## src/rtl/agu_arbiter.sv

```systemverilog
// Round-robin arbiter granting a load or store requester exclusive use of one AGU.
// Latency: request in IDLE to O_AGU_Req 1 cycle; requests simply wait (level-held) while the AGU is owned.
module agu_arbiter #(
    parameter int ADDR_W = 32
) (
    input  logic              clock,
    input  logic              reset,

    input  logic              I_Ld_Req,
    input  logic [ADDR_W-1:0] I_Ld_Length,
    input  logic [ADDR_W-1:0] I_Ld_Stride,
    input  logic [ADDR_W-1:0] I_Ld_Base,
    output logic              O_Ld_Gnt,
    output logic              O_Ld_Done,

    input  logic              I_St_Req,
    input  logic [ADDR_W-1:0] I_St_Length,
    input  logic [ADDR_W-1:0] I_St_Stride,
    input  logic [ADDR_W-1:0] I_St_Base,
    output logic              O_St_Gnt,
    output logic              O_St_Done,

    output logic              O_AGU_Req,
    output logic [ADDR_W-1:0] O_AGU_Length,
    output logic [ADDR_W-1:0] O_AGU_Stride,
    output logic [ADDR_W-1:0] O_AGU_Base,
    output logic              O_AGU_We,
    input  logic              I_AGU_End,

    output logic              O_Busy
);

    typedef enum logic [1:0] {
        IDLE  = 2'd0,
        ISSUE = 2'd1,
        RUN   = 2'd2,
        DONE  = 2'd3
    } state_t;

    state_t            state_q;
    state_t            state_d;
    logic              last_st_q;
    logic              any_req;
    logic              pick_st;
    logic              launch;
    logic [ADDR_W-1:0] sel_length;

    // Store wins only when it is alone or the load owned the previous access.
    always_comb begin
        any_req    = I_Ld_Req | I_St_Req;
        pick_st    = I_St_Req & (~I_Ld_Req | ~last_st_q);
        sel_length = pick_st ? I_St_Length : I_Ld_Length;
        launch     = (state_q == IDLE) & any_req;
    end

    always_comb begin
        state_d = state_q;
        case (state_q)
            IDLE: begin
                if (any_req) begin
                    state_d = (sel_length == '0) ? DONE : ISSUE;
                end
            end
            ISSUE: state_d = RUN;
            RUN: begin
                if (I_AGU_End) begin
                    state_d = DONE;
                end
            end
            DONE:    state_d = IDLE;
            default: state_d = IDLE;
        endcase
    end

    always_ff @(posedge clock or negedge reset) begin
        if (!reset) begin
            state_q <= IDLE;
        end else begin
            state_q <= state_d;
        end
    end

    // The last-owner bit doubles as the current owner while the AGU is busy.
    always_ff @(posedge clock or negedge reset) begin
        if (!reset) begin
            last_st_q    <= 1'b1;
            O_AGU_Length <= '0;
            O_AGU_Stride <= '0;
            O_AGU_Base   <= '0;
            O_AGU_We     <= 1'b0;
        end else if (launch) begin
            last_st_q    <= pick_st;
            O_AGU_Length <= sel_length;
            O_AGU_Stride <= pick_st ? I_St_Stride : I_Ld_Stride;
            O_AGU_Base   <= pick_st ? I_St_Base   : I_Ld_Base;
            O_AGU_We     <= pick_st;
        end
    end

    assign O_Busy    = (state_q != IDLE);
    assign O_Ld_Gnt  = O_Busy & ~last_st_q;
    assign O_St_Gnt  = O_Busy &  last_st_q;
    assign O_Ld_Done = (state_q == DONE) & ~last_st_q;
    assign O_St_Done = (state_q == DONE) &  last_st_q;
    assign O_AGU_Req = (state_q == ISSUE);

endmodule

```

## config.mk

```make
export PLATFORM = sky130hd
export DESIGN_NAME = agu_arbiter
export DESIGN_NICKNAME = d
export VERILOG_FILES = /design/src/rtl/agu_arbiter.sv
export SDC_FILE = /design/constraint.sdc
export NUM_CORES = 1
export LEC_CHECK = 0
export BUFFER_PORTS_ARGS = -buffer_cell sky130_fd_sc_hd__buf_2
export CAP_MARGIN = 5
export CORE_MARGIN = 2
export CORE_UTILIZATION = 39
export CTS_CLUSTER_SIZE = 16
export DETAILED_ROUTE_END_ITERATION = 16
export GPL_TIMING_DRIVEN = 0
export HOLD_SLACK_MARGIN = 0.03
export PLACE_DENSITY = 0.78
export SYNTH_ARGS = -nofsm -noshare
export SYNTH_HDL_FRONTEND = slang
export SYNTH_SLANG_ARGS = --single-unit
```

## constraint.sdc

```tcl
create_clock -name clock -period 1.4 [get_ports clock]
set_input_delay 0 -clock clock [delete_from_list [all_inputs] [get_ports clock]]
set_output_delay 0 -clock clock [all_outputs]
set_load 0.005 [all_outputs]
```

==> results of run 1 <==
-- synthesized netlist by cell type (2+ instances only) --
master,instances
dfrtp_1,99
nand2_1,99
o21ai_1,97
mux2i_1,96
nor4_1,16
clkbuf_1,11
buf_2,9
buf_4,7
ha_1,4
nand4_1,4
buf_12,3
inv_1,3
nor3_1,3
and2_1,2
nor2_1,2
nor2b_1,2
-- cell families after synthesis --
group                    share of synthesized area (%)
adder cells (fa/ha/maj)                           1.04
multiplexers                                      19.9
AND/OR/NAND/NOR                                   11.4
buffers and inverters                             4.74
AO/OA/AOI/OAI                                     11.1
flip-flops                                        51.9
-- metrics by stage --
stage	hold WS, ps	util (%)	setup TNS (ps)	setup WS [ps]
2_1_floorplan	-296	-	-954	-13.6
3_3_place_gp	227	54.5	-93550	-698
3_5_place_dp	15.6	54.7	-27160	-361
==> metrics.md, run 1 <==
| Metric | Value |
|---|---|
| Area share of the largest cell type after synthesis | `between 50% and 60%` |
| Cell types occupying the most area after synthesis | `dfrtp_1, mux2i_1, o21ai_1, nand2_1, nor4_1` |
| Register area share after synthesis | `approximately half` |
| Syn Inst Count | `between 400 and 500` |
| CTS buffer count | `9` |
| Avg Synthesized Cell Area | `slightly above 10 um^2` |
| Top_reg_cell synth | `dfrtp_1` |
| CTS Hold Buffers Added | `193` |
| EDFF count, synth | `0` |
| Post-synth ARST share | `100%` |
| Initial Utilization | `between 40% and 50%` |
| Post-synth cell types | `26` |
| FP Rows | `40` |
| Clock root cell | `clkbuf_16` |
| Post-CTS Setup Repair Bufs | `11` |
| Num ports | `300` |
| Status | `did not finish` |
| Synthesized cell area | `roughly 4800 um^2` |
| Post-synth top area cell | `dfrtp_1` |
| Seq cells post-synth | `100` |
| Stop err | `[ERROR RSZ-0060] Max buffer count reached.` |
| Die X | `115 um` |
| Post-DP HPWL | `approximately 12 mm` |
| Placed insts | `935` |
| Synthesis Warnings | `0` |
| Synth Net Count | `668` |
| Chip height | `115 um` |
| Halt Stage | `clock tree synthesis (4_1_cts)` |
| PortBufs | `around 300` |
| Routability congestion estimate | `roughly 0.85` |
| Placed Area | `about 6600 um^2` |
| CTS max path bufs | `2` |
| H-tree Lvls | `3` |
| CTS Sinks | `100` |
| CTS-repair resized insts | `48` |
==> inputs of run 2 (changes only) <==
CORE_UTILIZATION = 35   (was 39)
CTS_CLUSTER_SIZE = default   (was 16)
HOLD_SLACK_MARGIN = default   (was 0.03)
PLACE_DENSITY = default   (was 0.78)
PLACE_DENSITY_LB_ADDON = 0.15   (was default)
clock period = 1.8 ns   (was 1.4 ns; I/O delays follow)
==> run 2 against run 1 <==
Compared with the run above: the flow now finishes, with violations (hold timing); synthesized cell count unchanged; synthesized area unchanged.
==> metrics.md, run 2 <==
| Metric | Value |
|---|---|
| Status | `complete, but fails checks (was did not finish)` |
| Failing checks | `hold timing` |
| Initial Utilization | `36.2% (was 40.0%)` |
| Synth Net Count | `668 (unchanged)` |
| Ant diodes | `0` |
| Largest regs | `O_AGU_Base: 32 flops, O_AGU_Length: 32 flops, O_AGU_Stride: 32 flops` |
| DRT antenna net count | `0` |
| Final hold slack | `-0.115 ps` |
| First-pass GRT wire length | `~30 mm` |
| Area occupied by multi-input gates | `2120 um^2` |
| Crit Path Class | `reg -> reg` |
| Post-DP HPWL | `12.3 mm (was 11.8 mm)` |
| Die X | `121 um (was 115 um)` |
| CTS max path bufs | `2 (unchanged)` |
| Maximum VDD drop | `0.641 mV` |
| Fin nets | `around 1200` |
| Post-synth cell types | `26 (unchanged)` |
| Area share of the largest cell type after synthesis | `51.3% (unchanged)` |
| Final Power | `10.9 mW` |
| Critical Path AT | `around 1900 ps` |
| Register area | `around 2500 um^2` |
| FP Rows | `42 (was 40)` |
| Synthesis Warnings | `0 (unchanged)` |
| Leak Pwr | `around 4.7 nW` |
| Routability congestion estimate | `0.853 (about the same)` |
| Hold Violations, Final | `1` |
| Critical path required time | `between 2000 and 2500 ps` |
| Largest net degree at the start of global routing | `between 50 and 60` |
| Startpoint Class | `register` |
| Vias in the first global route | `~6000` |
| Filler cell count | `~1000` |
| Avg Synthesized Cell Area | `10.3 um^2 (unchanged)` |
| DR pass1 iterations | `5` |
| GR Util All Layers | `~26%` |
| RSZ-0062 raised after global routing | `yes` |
| Routed len/inst | `around 17 um` |
| Post-synth ARST share | `100% (unchanged)` |
| Post-Route WL | `approximately 20 mm` |
| Vias | `5619` |
| Most frequent cells in the layout | `buf_2, dlygate4sd3_1, dfrtp_1, nand2_1, o21ai_1` |
| Cell types occupying the most area after synthesis | `dfrtp_1, mux2i_1, o21ai_1, nand2_1, nor4_1 (unchanged)` |
| CTS Sinks | `100 (unchanged)` |
| Chip height | `121 um (was 115 um)` |
| Register area share after synthesis | `51.9% (unchanged)` |
| Seq cells post-synth | `100 (unchanged)` |
| H-tree Lvls | `3 (unchanged)` |
| Reg clk slew, reported paths | `60 ps` |
| EDFF count, synth | `0 (unchanged)` |
| Post-synth top area cell | `dfrtp_1 (unchanged)` |
| CP Capture Type | `register` |
| Max Slew Vio Count | `0` |
| TritonCTS clock tree | `built` |
| Minimum clock period | `~1700 ps` |
| Core Region | `13300 um^2` |
| FF-to-FF setup slack | `~90 ps` |
| PD cells | `1230 nW/um^2` |
| Die Area | `between 10000 and 15000 um^2` |
| Initial antenna violation count | `0` |
| Most frequent cells after synthesis | `dfrtp_1, nand2_1, o21ai_1 (unchanged)` |
| Global route total overflow | `0` |
| HP Class | `in -> reg` |
| Rel. slew slack | `a little over half` |
| PortBufs | `299 (unchanged)` |
| Setup TNS | `0 ps` |
| CTS buffer count | `9 (unchanged)` |
| Max cap viols | `0` |
| Top_reg_cell synth | `dfrtp_1 (unchanged)` |
| Max Clock Skew | `8.48 ps` |
| Synthesized cell area | `4830 um^2 (unchanged)` |
| Layout cell share with drive strength beyond 1 | `a little over a third` |
| Area delta synth->final | `82.8%` |
| Most common cell after layout, fill and taps aside | `buf_2` |
| DRC Markers | `0` |
| Final period utilization | `between 90% and 100%` |
| Num ports | `300 (unchanged)` |
| Worst skew pair latency | `between 300 and 400 ps` |
| Clock root cell | `clkbuf_16 (unchanged)` |
| Starting DRC count in detailed routing | `~270` |
| Crit-path max FO | `10` |
| Slew @ Worst Pin | `around 680 ps` |
| F_max | `584 MHz` |
| Syn Inst Count | `467 (unchanged)` |
| Vias per cell | `4.88` |
| Final Setup Violations | `0` |
## run 2: path summary, 6_finish.rpt
path | cells after the start | start | endpoint
min | 3 | I_St_Stride[10] | O_AGU_Stride[10]
max reg2reg | 6 | last_st_q | O_AGU_Stride[10]
min in group asynchronous | 2 | reset | O_AGU_Stride[20]
max | 6 | last_st_q | O_AGU_Stride[10]
min reg2reg | 2 | O_AGU_Stride[0] | O_AGU_Stride[0]
max in group asynchronous | 3 | reset | O_AGU_Base[31]
## run 2: worst max-delay path, stage by stage (launching register included)
cell and delay [ps]:
dfstp_2 580, nand2_1 110, nand2_4 170, buf_8 190
buf_12 160, mux2i_2 280, o21ai_1 90
## run 2: what timing repair did
action | 4_1_cts | 5_1_grt
endpoints found under the setup margin | 87 | 87
setup buffers | 0 | 1
cloned | 0 | 1
hold buffers | 190 | 0
gates resized for setup | 3 | 19
pin swaps | 0 | 0
endpoints found under the hold margin | 142 | 0
## run 2: power by group
group / switching (mW) / leakage (nW) / internal, mW
clock network: 0.809 / 0.139 / 1.07
registers: 0.576 / 1.24 / 3.36
logic: 2.67 / 3.30 / 2.39
## run 2: through the flow
step           utilization (%)  worst slack (ps)  instance area, um^2  cells
5_1_grt                   66.1              2.14                 8820   1151
3_5_place_dp              49.3              -160                 6580    943
4_1_cts                   65.7              2.66                 8770   1149
2_1_floorplan                -               241                 4830    467
6_report                  66.1              88.6                 8820   1151
3_3_place_gp              49.0              -326                 6550    942
## run 2: cell type report
type,count,area share [%]
Inverter,4,0.170
Multi-Input combinational cell,332,24.0
Timing Repair Buffer,492,39.0
Tap cell,176,2.50
Clock inverter,5,0.595
Clock buffer,11,2.64
Buffer,31,2.75
Sequential cell,100,28.4
## run 2: layer usage
| layer | up-vias | GRT usage [%] | wire (um) |
|---|---|---|---|
| met4 | 0 | 13.4 | 844 |
| met2 | 281 | 47.5 | 9980 |
| li1 | 2637 | - | - |
| met3 | 73 | 5.64 | 1400 |
| met1 | 2628 | 27.9 | 7230 |
| met5 | - | 0 | 0 |
## run 2: cells by family after synthesis
family,count (synthesis),share of synthesized area [%]
buffers and inverters,35,4.74
AOI/OAI and AO/OA,103,11.1
muxes,96,19.9
DFF,100,51.9
and+or+nand+nor,129,11.4
adders and majority gates,4,1.04
No activity file was read; power rests on OpenSTA's default activity.
==> inputs of run 3 (changes only) <==
REMOVE_ABC_BUFFERS = 1   (was default)
==> run 3 against run 2 <==
Compared with the run above: the flow now stops in clock tree synthesis (4_1_cts); synthesized area unchanged; synthesized cell count unchanged.
==> metrics.md, run 3 <==
| Metric | Value |
|---|---|
| CTS max path bufs | `2 (unchanged)` |
| Routability congestion estimate | `0.807 (was 0.853)` |
| PortBufs | `299 (unchanged)` |
| Syn Inst Count | `467 (unchanged)` |
| CTS Sinks | `100 (unchanged)` |
| Num ports | `300 (unchanged)` |
| Halt Stage | `clock tree synthesis (4_1_cts)` |
| EDFF count, synth | `0 (unchanged)` |
| CTS Hold Buffers Added | `189 (was 190)` |
| H-tree Lvls | `3 (unchanged)` |
| Top_reg_cell synth | `dfrtp_1 (unchanged)` |
| Synthesis Warnings | `0 (unchanged)` |
| Status | `did not finish (was complete, but fails checks)` |
| Die X | `121 um (unchanged)` |
| Post-CTS Setup Repair Bufs | `1 (was 0)` |
| Post-DP HPWL | `10.9 mm (was 12.3 mm)` |
| CTS-repair resized insts | `8 (was 3)` |
| CTS buffer count | `9 (unchanged)` |
| FP Rows | `42 (unchanged)` |
| Post-synth top area cell | `dfrtp_1 (unchanged)` |
| Post-synth ARST share | `100% (unchanged)` |
| Synthesized cell area | `4830 um^2 (unchanged)` |
| Post-synth cell types | `26 (unchanged)` |
| Avg Synthesized Cell Area | `10.3 um^2 (unchanged)` |
| Register area share after synthesis | `51.9% (unchanged)` |
| Stop err | `[ERROR RSZ-0060] Max buffer count reached.` |
| Cell types occupying the most area after synthesis | `dfrtp_1, mux2i_1, o21ai_1, nand2_1, nor4_1 (unchanged)` |
| Initial Utilization | `36.2% (unchanged)` |
| Seq cells post-synth | `100 (unchanged)` |
| Placed insts | `916 (was 943)` |
| Chip height | `121 um (unchanged)` |
| Area share of the largest cell type after synthesis | `51.3% (unchanged)` |
| Most frequent cells after synthesis | `dfrtp_1, nand2_1, o21ai_1 (unchanged)` |
| Clock root cell | `clkbuf_16 (unchanged)` |
run 3: cells by family after synthesis:
logic type                 synth area share, %
adders and majority gates                 1.04
muxes                                     19.9
and+or+nand+nor                           11.4
AOI/OAI and AO/OA                         11.1
DFF                                       51.9
buffers and inverters                     4.74
run 3: through the flow:
| stage | cell area (um^2) | setup WS (ps) |
|---|---|---|
| 2_1_floorplan | 4610 | -2260 |
| 3_3_place_gp | 6330 | -3770 |
| 3_5_place_dp | 6470 | -334 |
